==> config.mk <==
export PLATFORM = sky130hd
export DESIGN_NAME = fxp_alu_mc
export DESIGN_NICKNAME = d
export VERILOG_FILES = /design/src/rtl/fxp_alu_pkg.sv /design/src/rtl/fxp_seq_mul.sv /design/src/rtl/fxp_alu_mc.sv
export SDC_FILE = /design/constraint.sdc
export NUM_CORES = 1
export LEC_CHECK = 0
export CAP_MARGIN = 15
export CELL_PAD_IN_SITES_DETAIL_PLACEMENT = 1
export CELL_PAD_IN_SITES_GLOBAL_PLACEMENT = 1
export CORE_MARGIN = 4
export CORE_UTILIZATION = 25
export DETAILED_ROUTE_END_ITERATION = 10
export HOLD_SLACK_MARGIN = 0.02
export PLACE_DENSITY = 0.54
export SLEW_MARGIN = 40
export SYNTH_ARGS = -nofsm -noshare
export SYNTH_HDL_FRONTEND = slang
export SYNTH_SLANG_ARGS = --single-unit
==> constraint.sdc <==
create_clock -name i_clk -period 12.8 [get_ports i_clk]
set_input_delay 3.84 -clock i_clk [delete_from_list [all_inputs] [get_ports i_clk]]
set_output_delay 3.84 -clock i_clk [all_outputs]
set_load 0.02 [all_outputs]
==> src/rtl/fxp_alu_pkg.sv <==
// Shared constants for the multi-cycle fixed-point ALU: default widths,
// opcode encodings, FSM state encoding and saturation bounds.
package fxp_alu_pkg;

  localparam int unsigned INST_W_P    = 4;
  localparam int unsigned INT_W_P     = 6;
  localparam int unsigned FRAC_W_P    = 10;
  localparam int unsigned DATA_W_P    = INT_W_P + FRAC_W_P;
  localparam int unsigned ACC_GUARD_P = 4;
  localparam int unsigned ACC_W_P     = 2 * DATA_W_P + ACC_GUARD_P;

  localparam logic [INST_W_P-1:0] OP_ADD  = INST_W_P'(0);
  localparam logic [INST_W_P-1:0] OP_SUB  = INST_W_P'(1);
  localparam logic [INST_W_P-1:0] OP_MUL  = INST_W_P'(2);
  localparam logic [INST_W_P-1:0] OP_MAC  = INST_W_P'(3);
  localparam logic [INST_W_P-1:0] OP_XOR  = INST_W_P'(4);
  localparam logic [INST_W_P-1:0] OP_ARS  = INST_W_P'(5);
  localparam logic [INST_W_P-1:0] OP_LR   = INST_W_P'(6);
  localparam logic [INST_W_P-1:0] OP_CLZ  = INST_W_P'(7);
  localparam logic [INST_W_P-1:0] OP_ACLR = INST_W_P'(8);

  typedef enum logic [1:0] {
    ST_IDLE = 2'd0,
    ST_EXEC = 2'd1,
    ST_MUL  = 2'd2,
    ST_DONE = 2'd3
  } state_e;

  // Two's-complement saturation bounds for results and the accumulator
  localparam logic [DATA_W_P-1:0] SAT_MAX = {1'b0, {(DATA_W_P-1){1'b1}}};
  localparam logic [DATA_W_P-1:0] SAT_MIN = {1'b1, {(DATA_W_P-1){1'b0}}};
  localparam logic [ACC_W_P-1:0]  ACC_MAX = {1'b0, {(ACC_W_P-1){1'b1}}};
  localparam logic [ACC_W_P-1:0]  ACC_MIN = {1'b1, {(ACC_W_P-1){1'b0}}};

endpackage

==> src/rtl/fxp_seq_mul.sv <==
// Iterative signed shift-add multiplier, one multiplier bit per cycle.
// Ports: i_clk/i_rst_n clock and async active-low reset; i_start latches
// i_a/i_b and begins; o_done pulses one cycle when o_prod holds the exact
// 2*DATA_W signed product (DATA_W cycles after i_start).
module fxp_seq_mul #(
  parameter int unsigned DATA_W = 16
) (
  input  logic                  i_clk,
  input  logic                  i_rst_n,
  input  logic                  i_start,
  input  logic [DATA_W-1:0]     i_a,
  input  logic [DATA_W-1:0]     i_b,
  output logic                  o_done,
  output logic [2*DATA_W-1:0]   o_prod
);

  localparam int unsigned PROD_W = 2 * DATA_W;
  localparam int unsigned CNT_W  = $clog2(DATA_W);
  localparam logic [CNT_W-1:0] LAST = CNT_W'(DATA_W - 1);

  logic              run_q,    run_d;
  logic              done_q,   done_d;
  logic [CNT_W-1:0]  cnt_q,    cnt_d;
  logic [PROD_W-1:0] mcand_q,  mcand_d;
  logic [DATA_W-1:0] mplier_q, mplier_d;
  logic [PROD_W-1:0] prod_q,   prod_d;

  // The multiplier's sign bit carries weight -2^(DATA_W-1), so the last
  // partial product is subtracted instead of added.
  always_comb begin
    run_d    = run_q;
    done_d   = 1'b0;
    cnt_d    = cnt_q;
    mcand_d  = mcand_q;
    mplier_d = mplier_q;
    prod_d   = prod_q;
    if (i_start) begin
      run_d    = 1'b1;
      cnt_d    = '0;
      mcand_d  = {{DATA_W{i_a[DATA_W-1]}}, i_a};
      mplier_d = i_b;
      prod_d   = '0;
    end else if (run_q) begin
      if (mplier_q[0]) begin
        prod_d = (cnt_q == LAST) ? (prod_q - mcand_q) : (prod_q + mcand_q);
      end
      mcand_d  = mcand_q << 1;
      mplier_d = mplier_q >> 1;
      cnt_d    = cnt_q + CNT_W'(1);
      if (cnt_q == LAST) begin
        run_d  = 1'b0;
        done_d = 1'b1;
        cnt_d  = '0;
      end
    end
  end

  always_ff @(posedge i_clk or negedge i_rst_n) begin
    if (!i_rst_n) begin
      run_q    <= 1'b0;
      done_q   <= 1'b0;
      cnt_q    <= '0;
      mcand_q  <= '0;
      mplier_q <= '0;
      prod_q   <= '0;
    end else begin
      run_q    <= run_d;
      done_q   <= done_d;
      cnt_q    <= cnt_d;
      mcand_q  <= mcand_d;
      mplier_q <= mplier_d;
      prod_q   <= prod_d;
    end
  end

  assign o_done = done_q;
  assign o_prod = prod_q;

endmodule

==> src/rtl/fxp_alu_mc.sv <==
// Multi-cycle signed Q(INT_W).(FRAC_W) ALU with a saturating accumulator.
// Ports: i_clk/i_rst_n clock and async active-low reset; i_in_valid,
// i_inst, i_data_a, i_data_b request (taken only while o_busy is low);
// o_busy high while a request is in flight; o_out_valid one-cycle result
// strobe; o_data result, held until the next result.
module fxp_alu_mc
  import fxp_alu_pkg::*;
#(
  parameter int unsigned INST_W    = INST_W_P,
  parameter int unsigned INT_W     = INT_W_P,
  parameter int unsigned FRAC_W    = FRAC_W_P,
  parameter int unsigned DATA_W    = INT_W + FRAC_W,
  parameter int unsigned ACC_GUARD = ACC_GUARD_P
) (
  input  logic              i_clk,
  input  logic              i_rst_n,
  input  logic              i_in_valid,
  output logic              o_busy,
  input  logic [INST_W-1:0] i_inst,
  input  logic [DATA_W-1:0] i_data_a,
  input  logic [DATA_W-1:0] i_data_b,
  output logic              o_out_valid,
  output logic [DATA_W-1:0] o_data
);

  localparam int unsigned ACC_W  = 2 * DATA_W + ACC_GUARD;
  localparam int unsigned PROD_W = 2 * DATA_W;
  localparam logic [ACC_W:0] RND = (ACC_W+1)'(2 ** (FRAC_W - 1));

  state_e            state_q, state_d;
  logic [INST_W-1:0] op_q,    op_d;
  logic [DATA_W-1:0] a_q,     a_d;
  logic [DATA_W-1:0] b_q,     b_d;
  logic [DATA_W-1:0] res_q,   res_d;
  logic [ACC_W-1:0]  acc_q,   acc_d;
  logic              busy_q,  busy_d;
  logic              out_valid_q, out_valid_d;
  logic [DATA_W-1:0] data_q,  data_d;

  logic              mul_start_c;
  logic              mul_done;
  logic [PROD_W-1:0] mul_prod;
  logic [ACC_W-1:0]  prod_ext;
  logic [ACC_W:0]    mac_sum;
  logic [ACC_W-1:0]  mac_sat;
  logic [DATA_W-1:0] alu_res;

  fxp_seq_mul #(.DATA_W(DATA_W)) u_mul (
    .i_clk   (i_clk),
    .i_rst_n (i_rst_n),
    .i_start (mul_start_c),
    .i_a     (i_data_a),
    .i_b     (i_data_b),
    .o_done  (mul_done),
    .o_prod  (mul_prod)
  );

  // Round half up at the binary point, shift back to Q format, saturate
  function automatic logic [DATA_W-1:0] round_sat(input logic [ACC_W-1:0] x);
    logic [ACC_W:0]          xr;
    logic [ACC_W:0]          sh;
    logic [ACC_W-DATA_W+1:0] top;
    xr  = {x[ACC_W-1], x} + RND;
    sh  = $signed(xr) >>> FRAC_W;
    top = sh[ACC_W:DATA_W-1];
    if ((&top) || !(|top)) return sh[DATA_W-1:0];
    return sh[ACC_W] ? SAT_MIN : SAT_MAX;
  endfunction

  // Saturating add/sub: a sign-extended carry disagreeing with the MSB is overflow
  function automatic logic [DATA_W-1:0] sat_addsub(input logic [DATA_W-1:0] x,
                                                   input logic [DATA_W-1:0] y,
                                                   input logic              sub);
    logic [DATA_W:0] s;
    if (sub) s = {x[DATA_W-1], x} - {y[DATA_W-1], y};
    else     s = {x[DATA_W-1], x} + {y[DATA_W-1], y};
    if (s[DATA_W] != s[DATA_W-1]) return s[DATA_W] ? SAT_MIN : SAT_MAX;
    return s[DATA_W-1:0];
  endfunction

  function automatic logic [DATA_W-1:0] clz(input logic [DATA_W-1:0] x);
    logic [DATA_W-1:0] n;
    logic              found;
    n     = '0;
    found = 1'b0;
    for (int i = int'(DATA_W) - 1; i >= 0; i--) begin
      if (!found) begin
        if (x[i]) found = 1'b1;
        else      n = n + DATA_W'(1);
      end
    end
    return n;
  endfunction

  // Single-cycle operations on the latched operands
  always_comb begin
    logic [DATA_W-1:0] amt;
    amt     = b_q % DATA_W'(DATA_W);
    alu_res = '0;
    case (op_q)
      OP_ADD:  alu_res = sat_addsub(a_q, b_q, 1'b0);
      OP_SUB:  alu_res = sat_addsub(a_q, b_q, 1'b1);
      OP_XOR:  alu_res = a_q ^ b_q;
      OP_ARS:  alu_res = $signed(a_q) >>> b_q;
      OP_LR:   alu_res = (a_q << amt) | (a_q >> (DATA_W'(DATA_W) - amt));
      OP_CLZ:  alu_res = clz(a_q);
      default: alu_res = '0;
    endcase
  end

  // Accumulator update with saturation at the full accumulator width
  always_comb begin
    prod_ext = {{(ACC_W-PROD_W){mul_prod[PROD_W-1]}}, mul_prod};
    mac_sum  = {acc_q[ACC_W-1], acc_q} + {prod_ext[ACC_W-1], prod_ext};
    if (mac_sum[ACC_W] != mac_sum[ACC_W-1]) mac_sat = mac_sum[ACC_W] ? ACC_MIN : ACC_MAX;
    else                                    mac_sat = mac_sum[ACC_W-1:0];
  end

  // Request sequencing; busy drops on the edge that retires o_out_valid
  always_comb begin
    state_d     = state_q;
    op_d        = op_q;
    a_d         = a_q;
    b_d         = b_q;
    res_d       = res_q;
    acc_d       = acc_q;
    busy_d      = busy_q;
    out_valid_d = 1'b0;
    data_d      = data_q;
    mul_start_c = 1'b0;
    if (out_valid_q) busy_d = 1'b0;
    case (state_q)
      ST_IDLE: begin
        if (i_in_valid && !busy_q) begin
          op_d   = i_inst;
          a_d    = i_data_a;
          b_d    = i_data_b;
          busy_d = 1'b1;
          if (i_inst == OP_MUL || i_inst == OP_MAC) begin
            mul_start_c = 1'b1;
            state_d     = ST_MUL;
          end else begin
            state_d = ST_EXEC;
          end
        end
      end
      ST_EXEC: begin
        res_d = alu_res;
        if (op_q == OP_ACLR) acc_d = '0;
        state_d = ST_DONE;
      end
      ST_MUL: begin
        if (mul_done) begin
          if (op_q == OP_MAC) begin
            acc_d = mac_sat;
            res_d = round_sat(mac_sat);
          end else begin
            res_d = round_sat(prod_ext);
          end
          state_d = ST_DONE;
        end
      end
      ST_DONE: begin
        out_valid_d = 1'b1;
        data_d      = res_q;
        state_d     = ST_IDLE;
      end
      default: state_d = ST_IDLE;
    endcase
  end

  always_ff @(posedge i_clk or negedge i_rst_n) begin
    if (!i_rst_n) begin
      state_q     <= ST_IDLE;
      op_q        <= '0;
      a_q         <= '0;
      b_q         <= '0;
      res_q       <= '0;
      acc_q       <= '0;
      busy_q      <= 1'b0;
      out_valid_q <= 1'b0;
      data_q      <= '0;
    end else begin
      state_q     <= state_d;
      op_q        <= op_d;
      a_q         <= a_d;
      b_q         <= b_d;
      res_q       <= res_d;
      acc_q       <= acc_d;
      busy_q      <= busy_d;
      out_valid_q <= out_valid_d;
      data_q      <= data_d;
    end
  end

  assign o_busy      = busy_q;
  assign o_out_valid = out_valid_q;
  assign o_data      = data_q;

endmodule

==> Yosys cells after proc, flatten, opt, wreduce, memory -nomap -nowiden <==
Index checks and enable logic that the tools add are counted.
{ "word_totals": {"regBits": 194, "in_bits": 39, "out_inout_bits": 18, "elab_cells": 239} }
{ "classes": {"addsub": 24, "n_eq_ne": 20, "shifts": 3, "muxes": 154, "bitwise_logic": 2, "reduce_logical": 21} }
{ "op_table": {"columns": ["op", "count"], "rows": [
  ["$mux 16", 61],
  ["$add 16x1->16 const B", 15],
  ["$mux 32", 6],
  ["$mux 36", 5],
  ["$pmux 16 s6", 1],
  ["$pmux 36 s2", 1],
  ["$mux 1", 70],
  ["$add 36x11->37 const B", 1],
  ["$add 36x32->37", 1],
  ["$mux 17", 2],
  ["$add 32x11->33 const B", 1],
  ["$add 32x32->32", 1],
  ["$pmux 16 s2", 1],
  ["$sub 32x32->32", 1],
  ["$reduce_and 12->1", 2],
  ["$reduce_or 12->1", 2],
  ["$add 16x16->17", 1],
  ["$sub 16x16->17", 1],
  ["$eq 4x3->1 const B", 4],
  ["$or 16x16->16", 1],
  ["$shl 16x4->16", 1],
  ["$shr 16x16->16", 1],
  ["$sshr 16x16->16", 1],
  ["$xor 16x16->16", 1],
  ["21 further kinds", 42]
]} }

==> Depth between registers and ports, before layout <==
Gate-level depths: netlist of run 1.
{ "logic_depth": {"ltp_word": 63, "mapped_depth": 49, "ltp_nobuf": 48} }

==> Cells and area by module <==
From an unflattened synthesis of run 1, not the netlist that was laid out.
{ "unflattened": {"cells_unflattened": 2609, "area_unflattened_um2": 20239.4} }
{ "modules_own_cells": {"columns": ["mod", "instances", "cells_each", "area_each_um2", "seq_area_each_um2"], "rows": [
  ["fxp_alu_mc", 1, 1937, 14342.5, 2702.6],
  ["fxp_seq_mul", 1, 672, 5896.9, 2152.1]
]} }

==> Least setup slack after synthesis of run 1 <==
Ideal clock, no wire load.
{ "synth_timing": {"path_kind": "reg-to-reg", "startpoint": "register a_q[15]", "endpoint": "register res_q[4]", "setup_ns": 0.140, "t_arrival_ns": 9.270, "required_time_ns": 12.660, "path_slack_ns": 3.390, "stages_incl_launch_ff": 50, "path_buffers": 2, "synth_period_minus_slack_ns": 9.410, "cell_sequence": "dfrtp_1 clkbuf_1 buf_1 a21oi_1 ha_1 o31a_1 ha_1 mux2_2 o31ai_1 inv_1 ha_1 nand2_1 o21ai_0 ha_1 mux2i_1 mux2i_1 ha_1 nand2_1 [... 14 more ...] a21oi_1 ha_1 mux2_2 ha_1 nor2_1 nor2_1 ha_1 nor2b_1 xnor2_1 nor2_1 xnor2_1 or2_2 nor2_1 xor2_1 xnor2_1 o211ai_1 a32oi_1 o311ai_2"} }
{ "synth_between": {"elab_chain_cells": 63, "elab_cells_between_ends": 113, "cone_classes": "17 x add/sub; 2 x eq/ne; 3 x shift; 90 x mux; 1 x bitwise"} }
{ "synth_lines": {"columns": ["element", "line", "source"], "rows": [
  ["start, declared", "fxp_alu_mc.sv:32", "logic [DATA_W-1:0] a_q, a_d;"],
  ["start signal, assigned", "fxp_alu_mc.sv:176", "a_q <= '0;"],
  ["start signal, assigned", "fxp_alu_mc.sv:186", "a_q <= a_d;"],
  ["$mux 1", "fxp_alu_mc.sv:88", "if (x[i]) found = 1'b1;"],
  ["$mux 16", "fxp_alu_mc.sv:100", "case (op_q)"],
  ["$add 16x1->16", "fxp_alu_mc.sv:89", "else n = n + DATA_W'(1);"],
  ["$mux 16", "fxp_alu_mc.sv:88", null],
  ["$mux 16", "fxp_alu_mc.sv:87", "if (!found) begin"],
  ["$mux 16", "fxp_alu_mc.sv:100", null],
  ["$add 16x1->16", "fxp_alu_mc.sv:89", null],
  ["$mux 16", "fxp_alu_mc.sv:88", null],
  ["[... 47 more ...]", null, null],
  ["$mux 16", "fxp_alu_mc.sv:88", null],
  ["$mux 16", "fxp_alu_mc.sv:87", null],
  ["$mux 16", "fxp_alu_mc.sv:100", null],
  ["$add 16x1->16", "fxp_alu_mc.sv:89", null],
  ["$mux 16", "fxp_alu_mc.sv:88", null],
  ["$mux 16", "fxp_alu_mc.sv:87", null],
  ["$pmux 16 s6 *", "fxp_alu_mc.sv:100", null],
  ["$pmux 16 s2 *", "fxp_alu_mc.sv:132", "case (state_q)"],
  ["end signal, assigned", "fxp_alu_mc.sv:188", "res_q <= res_d;"],
  ["end, declared", "fxp_alu_mc.sv:34", "logic [DATA_W-1:0] res_q, res_d;"]
]} }
Every way passes the cells marked *; elsewhere a longest branch is shown, timed or not. The select of a mux whose other input is x is not followed.
A chain may end at the register's enable or synchronous reset.

==> Worst setup path after layout of run 1 <==
{ "layout_timing": {"startpoint": "register a_q[14]", "endpoint": "register res_q[4]"} }
{ "layout_between": {"elab_chain_cells": 60, "elab_cells_between_ends": 109, "cone_classes": "16 x add/sub; 2 x eq/ne; 3 x shift; 87 x mux; 1 x bitwise"} }
{ "layout_lines": {"columns": ["element", "line"], "rows": [
  ["$mux 16", "fxp_alu_mc.sv:88"],
  ["$mux 16", "fxp_alu_mc.sv:87"],
  ["$mux 16", "fxp_alu_mc.sv:100"],
  ["$add 16x1->16", "fxp_alu_mc.sv:89"],
  ["$mux 16", "fxp_alu_mc.sv:88"],
  ["$mux 16", "fxp_alu_mc.sv:87"],
  ["$mux 16", "fxp_alu_mc.sv:100"],
  ["$add 16x1->16", "fxp_alu_mc.sv:89"],
  ["[... 44 more ...]", null],
  ["$mux 16", "fxp_alu_mc.sv:88"],
  ["$mux 16", "fxp_alu_mc.sv:87"],
  ["$mux 16", "fxp_alu_mc.sv:100"],
  ["$add 16x1->16", "fxp_alu_mc.sv:89"],
  ["$mux 16", "fxp_alu_mc.sv:88"],
  ["$mux 16", "fxp_alu_mc.sv:87"],
  ["$pmux 16 s6 *", "fxp_alu_mc.sv:100"],
  ["$pmux 16 s2 *", "fxp_alu_mc.sv:132"]
]} }
Marks and branches as above.

==> results.py, run 1 <==
metrics = {
    "outcome": {
        "status": "complete, no violations",
    },
    "synth": {
        "syn_area_sq_um": 19900,
        "synthCells": 2540,
        "synth_edf_count": 0,
        "ys.flop_type": "dfrtp_1",
        "yosysSeqAreaShare_pct": 24.4,
        "synthDistinctLibCells": 93,
        "synth_seq_cells": 194,
        "synth.avg_cell_area_sq_um": 7.83,
        "ys_warn_count": 0,
        "postSynthNetCount": 2707,
        "async_flop_share_pct": 100,
    },
    "finish": {
        "fin_cells": 3550,
        "nets": 2653,
        "drive_above_1_share_pct": 8.60,
        "fillers": 9429,
        "syn2layout_area_growth_pct": 11.2,
        "stdcell_area_sq_um": 22100,
        "final_common_cell": "nand2_1",
        "layout_common_cells": "nand2_1 (280), a21oi_1 (228), nor2_1 (216)",
    },
    "timing": {
        "drv_slew": 0,
        "finalHoldViolations": 0,
        "worst_pin_slew_ps": 765,
        "max-slew-margin-rel_pct": 48.3,
        "period_minus_slack_ps": 10500,
        "period_share_pct": 82.0,
        "rsz0062_at_grt": "no",
        "finClkSkew_ps": 18.7,
        "max_freq_ghz": 0.0952,
        "finalSetupViolations": 0,
        "final.setup.tns_ps": 0,
    },
    "die": {
        "die_w_microns": 290,
        "initial_core_util_pct": 25.2,
        "rows": 103,
        "core_area_sq_um": 79000,
        "die-height_microns": 290,
        "dieArea_sq_um": 84200,
        "pin_count": 57,
    },
    "setup_path": {
        "worst_path_largest_cell_delay_ps": 620,
        "reg2reg_setup_slack_ps": 2300,
        "critPathRequiredTime_ps": 13180,
        "crit_top_cell": "ha_1",
        "reg2regPathDepth": 48,
        "reg2reg_to": "res_q[4]$_DFFE_PN0P_",
        "critPathTopFamily": "adder cells",
        "crit_path_end_kind": "flop",
        "path_buf_inv": 2,
        "crit_path_start_kind": "flop",
        "r2r-start": "a_q[14]$_DFFE_PN0P_",
        "critPathMaxFanout": 13,
        "worstSetupPathType": "reg -> reg",
        "crit_arrival_ps": 10880,
        "crit_slowest_cell": "dfrtp_1",
    },
    "grt": {
        "grt_overflow": 0,
        "antenna_found_initial": 2,
        "grt.total_usage_pct": 18.5,
        "grt_start_max_net_pins": 98,
        "grt_pass1_vias": 19800,
        "grt_pass1_wl_mm": 123,
    },
    "clock_tree": {
        "clk_latency_ps": 510,
        "clk_pin_slew_ps": 90,
        "clockBufferDepth": 2,
        "root_buffer": "clkbuf_16",
        "cts-htree-levels": 4,
        "cts_buffers": 17,
        "cts_tree": "done",
        "cts_resized": 0,
        "clock_sinks": 194,
        "ctsHoldBuffers": 0,
        "post_cts_buffers": 0,
    },
    "drt": {
        "drt-pass1-iter-count": 5,
        "vias": 19200,
        "routed_wl_mm": 79.0,
        "via_per_inst": 5.40,
        "ant_nets": 0,
        "drc_errors": 0,
        "wl_per_cell_microns": 22.2,
        "drtIter0Drc": 1171,
    },
    "placement": {
        "dp_cells": 3517,
        "port-buffer-count": 56,
        "place_hpwl_mm": 61.0,
        "gp_congestion": 0.864,
        "place_area_sq_um": 21500,
    },
    "min_path": {
        "hold-path-cell-count": 1,
        "min_from": "o_out_valid$_DFF_PN0_",
        "min_to": "o_busy$_DFF_PN0_",
        "hp-class": "reg -> reg",
    },
    "run": {
        "drv_cap": 0,
    },
}
[metrics by stage]
stage | worst slack, ps | utilization (%) | hold WS, ps
3_3_place_gp | 2640 | 27.1 | 460
5_1_grt | 1210 | 28.0 | 500
4_1_cts | 2310 | 28.0 | 468
3_5_place_dp | 2310 | 27.2 | 456
6_report | 2300 | 28.0 | 459
2_1_floorplan | 3390 | - | 455
[worst register-to-register path, delay by kind of cell, from the launching register on]
family                   cells  cell delay [ps]
AND/OR/NAND/NOR             12             1570
flip-flops                   1              620
adder cells (fa/ha/maj)     12             3730
XOR/XNOR                     4              700
multiplexers                 7             1160
buffers and inverters        2              270
AO/OA/AOI/OAI               11             2310
[area by class of cell]
| class | count | area (sq um) | area share (%) |
|---|---|---|---|
| multi-input cells | 2116 | 14200 | 64.3 |
| flip-flops and latches | 194 | 4860 | 22.0 |
| well taps | 1050 | 1310 | 5.94 |
| repair buffers | 85 | 822 | 3.71 |
| clock buffers | 17 | 425 | 1.92 |
| inverters | 72 | 270 | 1.22 |
| clock inverters | 15 | 201 | 0.910 |
| diodes | 1 | 2.50 | 0.0113 |
[sequential cells by signal, indices dropped and copies added, names as in the netlist]
register / count
u_mul.cnt_q: 4
o_out_valid: 1
a_q: 16
op_q: 4
u_mul.o_prod: 32
res_q: 16
u_mul.mcand_q: 32
u_mul.mplier_q: 16
u_mul.run_q: 1
o_busy: 1
acc_q: 36
o_data: 16
u_mul.o_done: 1
state_q: 2
b_q: 16
[metal layers]
layer	part of all wire (%)	vias to the layer above	GRT usage (%)	routed length [microns]
li1	-	9164	-	-
met1	47	9670	24.9	36900
met2	48	272	31.4	37800
met3	2.3	76	1.67	1840
met4	3.0	0	6.15	2370
met5	0	-	0	0
[cells by family (layout without fill, tap and decap cells)]
kind of cell | Yosys count | in the layout | share of synthesized area, %
adder cells (fa/ha/maj) | 131 | 131 | 8.35
AO/OA/AOI/OAI | 754 | 754 | 24.1
flip-flops | 194 | 194 | 24.4
XOR/XNOR | 158 | 158 | 7.09
AND/OR/NAND/NOR | 906 | 906 | 21.9
buffers and inverters | 230 | 189 | 4.45
other | 0 | 1 | 0
multiplexers | 167 | 167 | 9.74
[worst max-delay path by stage]
stage,from,to,cells after the start
final,a_q[14]$_DFFE_PN0P_,res_q[4]$_DFFE_PN0P_,48
after CTS,a_q[14]$_DFFE_PN0P_,res_q[4]$_DFFE_PN0P_,48
after global routing,a_q[14]$_DFFE_PN0P_,res_q[4]$_DFFE_PN0P_,48
after floorplan,a_q[15]$_DFFE_PN0P_,res_q[4]$_DFFE_PN0P_,49
after global placement,a_q[14]$_DFFE_PN0P_,res_q[4]$_DFFE_PN0P_,48
after detailed placement,a_q[14]$_DFFE_PN0P_,res_q[4]$_DFFE_PN0P_,48
[synthesized netlist by cell type, types with 23 or more instances]
cell / instances / area share [%]
nand2_1: 281 / 5.3
a21oi_1: 230 / 5.8
nor2_1: 221 / 4.2
dfrtp_1: 194 / 24
o21ai_0: 188 / 4.7
clkbuf_1: 133 / 2.5
ha_1: 124 / 7.8
xnor2_1: 97 / 4.3
mux2i_1: 82 / 4.1
nor3_1: 76 / 1.9
nand3_1: 71 / 1.8
inv_1: 70 / 1.3
mux2_2: 70 / 4.0
xor2_1: 59 / 2.6
o31ai_1: 38 / 1.4
nand2b_1: 36 / 1.1
and3_1: 32 / 1.0
a21o_1: 31 / 1.2
o211ai_1: 30 / 1.1
a211oi_1: 29 / 1.1
and2_1: 27 / 0.85
nand4_1: 27 / 0.85
a31oi_1: 26 / 0.82
nor2b_1: 26 / 0.82
or3_1: 23 / 0.72
Power of run 1 is left out: the tool's default activity adds up to more than one toggle a clock period on the data nets, which glitch-free logic cannot reach.
==> run 2, diff against run 1 <==
--- a/config.mk
+++ b/config.mk
@@ -12,7 +12,7 @@
 export CORE_UTILIZATION = 25
 export DETAILED_ROUTE_END_ITERATION = 10
 export HOLD_SLACK_MARGIN = 0.02
-export PLACE_DENSITY = 0.54
+export PLACE_DENSITY = 0.56
 export SLEW_MARGIN = 40
 export SYNTH_ARGS = -nofsm -noshare
 export SYNTH_HDL_FRONTEND = slang
==> constraint.sdc (replaced) <==
create_clock -name i_clk -period 9.1 [get_ports i_clk]
set_input_delay 2.73 -clock i_clk [delete_from_list [all_inputs] [get_ports i_clk]]
set_output_delay 2.73 -clock i_clk [all_outputs]
set_load 0.02 [all_outputs]
==> run 2 against run 1 <==
Non-clock buffer count grew 64. Worst setup slack worse by 2100 ps. Sequential cell count is the same. Highest routed layer unchanged. Critical endpoint is now res_q[5]$_DFFE_PN0P_.
==> results.py, run 2 (same netlist as run 1, synthesis figures left out) <==
metrics = {
    "outcome": {
        "status": "complete, no violations",
    },
    "clock_tree": {
        "clockBufferDepth": 2,
        "clk_latency_ps": 510,
        "root_buffer": "clkbuf_16",
        "cts_tree": "done",
        "clk_pin_slew_ps": 80,
        "cts-htree-levels": 4,
        "ctsHoldBuffers": 0,
        "clock_sinks": 194,
        "cts_buffers": 17,
    },
    "setup_path": {
        "path_buf_inv": 3,
        "worstSetupStartpoint": "a_q[13]$_DFFE_PN0P_",
        "critPathTopFamily": "adder cells",
        "worstSetupPathType": "reg -> reg",
        "crit_path_start_kind": "flop",
        "critPathMaxFanout": 3,
        "crit_path_end_kind": "flop",
        "crit_arrival_ps": 9270,
        "crit_top_cell": "ha_1",
        "crit_slowest_cell": "or4_4",
        "r2r-start": "a_q[13]$_DFFE_PN0P_",
        "worst_path_largest_cell_delay_ps": 520,
        "critPathRequiredTime_ps": 9480,
    },
    "timing": {
        "finalHoldViolations": 0,
        "drv_slew": 0,
        "finalHoldWorstSlack_ps": 496,
        "final.setup.tns_ps": 0,
        "finalSetupViolations": 0,
        "rsz0062_at_grt": "yes",
        "worst_pin_slew_ps": 838,
        "period_share_pct": 97.6,
        "period_minus_slack_ps": 8880,
        "finClkSkew_ps": 17.7,
        "max_freq_ghz": 0.113,
        "max-slew-margin-rel_pct": 44.0,
    },
    "grt": {
        "antenna_found_initial": 0,
        "grt_pass1_vias": 20200,
        "grt_overflow": 0,
        "grt_start_max_net_pins": 138,
        "grt.total_usage_pct": 18.4,
        "grt_pass1_wl_mm": 123,
    },
    "drt": {
        "drt-pass1-iter-count": 5,
        "routed_wl_mm": 79.0,
        "drtIter0Drc": 1268,
        "via_per_inst": 5.43,
        "wl_per_cell_microns": 21.9,
        "drc_errors": 0,
        "ant_nets": 0,
        "vias": 19600,
    },
    "finish": {
        "final_common_cell": "nand2_1",
        "regMostFlops": "acc_q",
        "syn2layout_area_growth_pct": 14.5,
        "nets": 2717,
        "layout_common_cells": "nand2_1 (278), a21oi_1 (223), nor2_1 (213)",
        "drive_above_1_share_pct": 12.3,
        "largest_reg_flops": 36,
        "n_antenna_cell": 0,
        "stdcell_area_sq_um": 22800,
    },
    "placement": {
        "port-buffer-count": 56,
        "place_hpwl_mm": 60.7,
        "gp_congestion": 0.877,
        "place_area_sq_um": 21800,
    },
    "run": {
        "drv_cap": 0,
    },
    "die": {
        "initial_core_util_pct": 25.2,
        "rows": 103,
        "die_w_microns": 290,
        "die-height_microns": 290,
        "core_area_sq_um": 79000,
        "pin_count": 57,
        "dieArea_sq_um": 84200,
    },
    "min_path": {
        "min_from": "acc_q[12]$_DFFE_PN0P_",
        "hp-class": "reg -> reg",
    },
}
## run 2: final timing paths
check / endpoint / slack (ps) / cells past startpoint
min in group asynchronous: o_data[1]$_DFFE_PN0P_ / 2180 / 1
setup reg to reg: res_q[5]$_DFFE_PN0P_ / 220 / 47
hold / removal: acc_q[12]$_DFFE_PN0P_ / 500 / 2
setup / recovery: res_q[5]$_DFFE_PN0P_ / 220 / 47
max in group asynchronous: b_q[0]$_DFFE_PN0P_ / 5650 / 3
hold reg to reg: acc_q[12]$_DFFE_PN0P_ / 500 / 2
## run 2: layout make-up
type | instances | area, sq um
flip-flops and latches | 194 | 4860
clock inverters | 13 | 156
clock buffers | 19 | 453
repair buffers | 149 | 1300
fillers | 9326 | 56200
well taps | 1050 | 1310
multi-input cells | 2116 | 14400
inverters | 72 | 270
## run 2: layer usage
metal	routed length [microns]	vias up	track usage, %	share of wire [%]
met5	0	-	0	0
met3	2200	73	1.81	2.8
li1	-	9279	-	-
met4	2060	0	5.96	2.6
met2	39200	314	32.2	50
met1	35500	9953	23.7	45
## run 2: tightest hold or removal path: cells and delay by family, from the launching register on
family / cells / cell delay (ps)
flops: 1 / 360
compound gates: 1 / 60
simple gates: 1 / 50
## run 2: repair_timing
| action | CTS | global route |
|---|---|---|
| pin swaps | 10 | 40 |
| buffers inserted | 2 | 16 |
| endpoints found under the setup margin | 6 | 6 |
| hold endpoints to repair | 0 | 0 |
| gates cloned | 0 | 0 |
| gates resized for setup | 12 | 33 |
## run 2: metrics by stage
step / cells / utilization, % / worst slack (ps)
after floorplan: 2540 / - / 19.6
after global placement: 3562 / 27.5 / -69.9
after detailed placement: 3562 / 27.6 / -321
after CTS: 3596 / 28.4 / -22.8
after global routing: 3613 / 28.8 / -208
final: 3613 / 28.8 / 218
Power of run 2 is left out for the same reason.
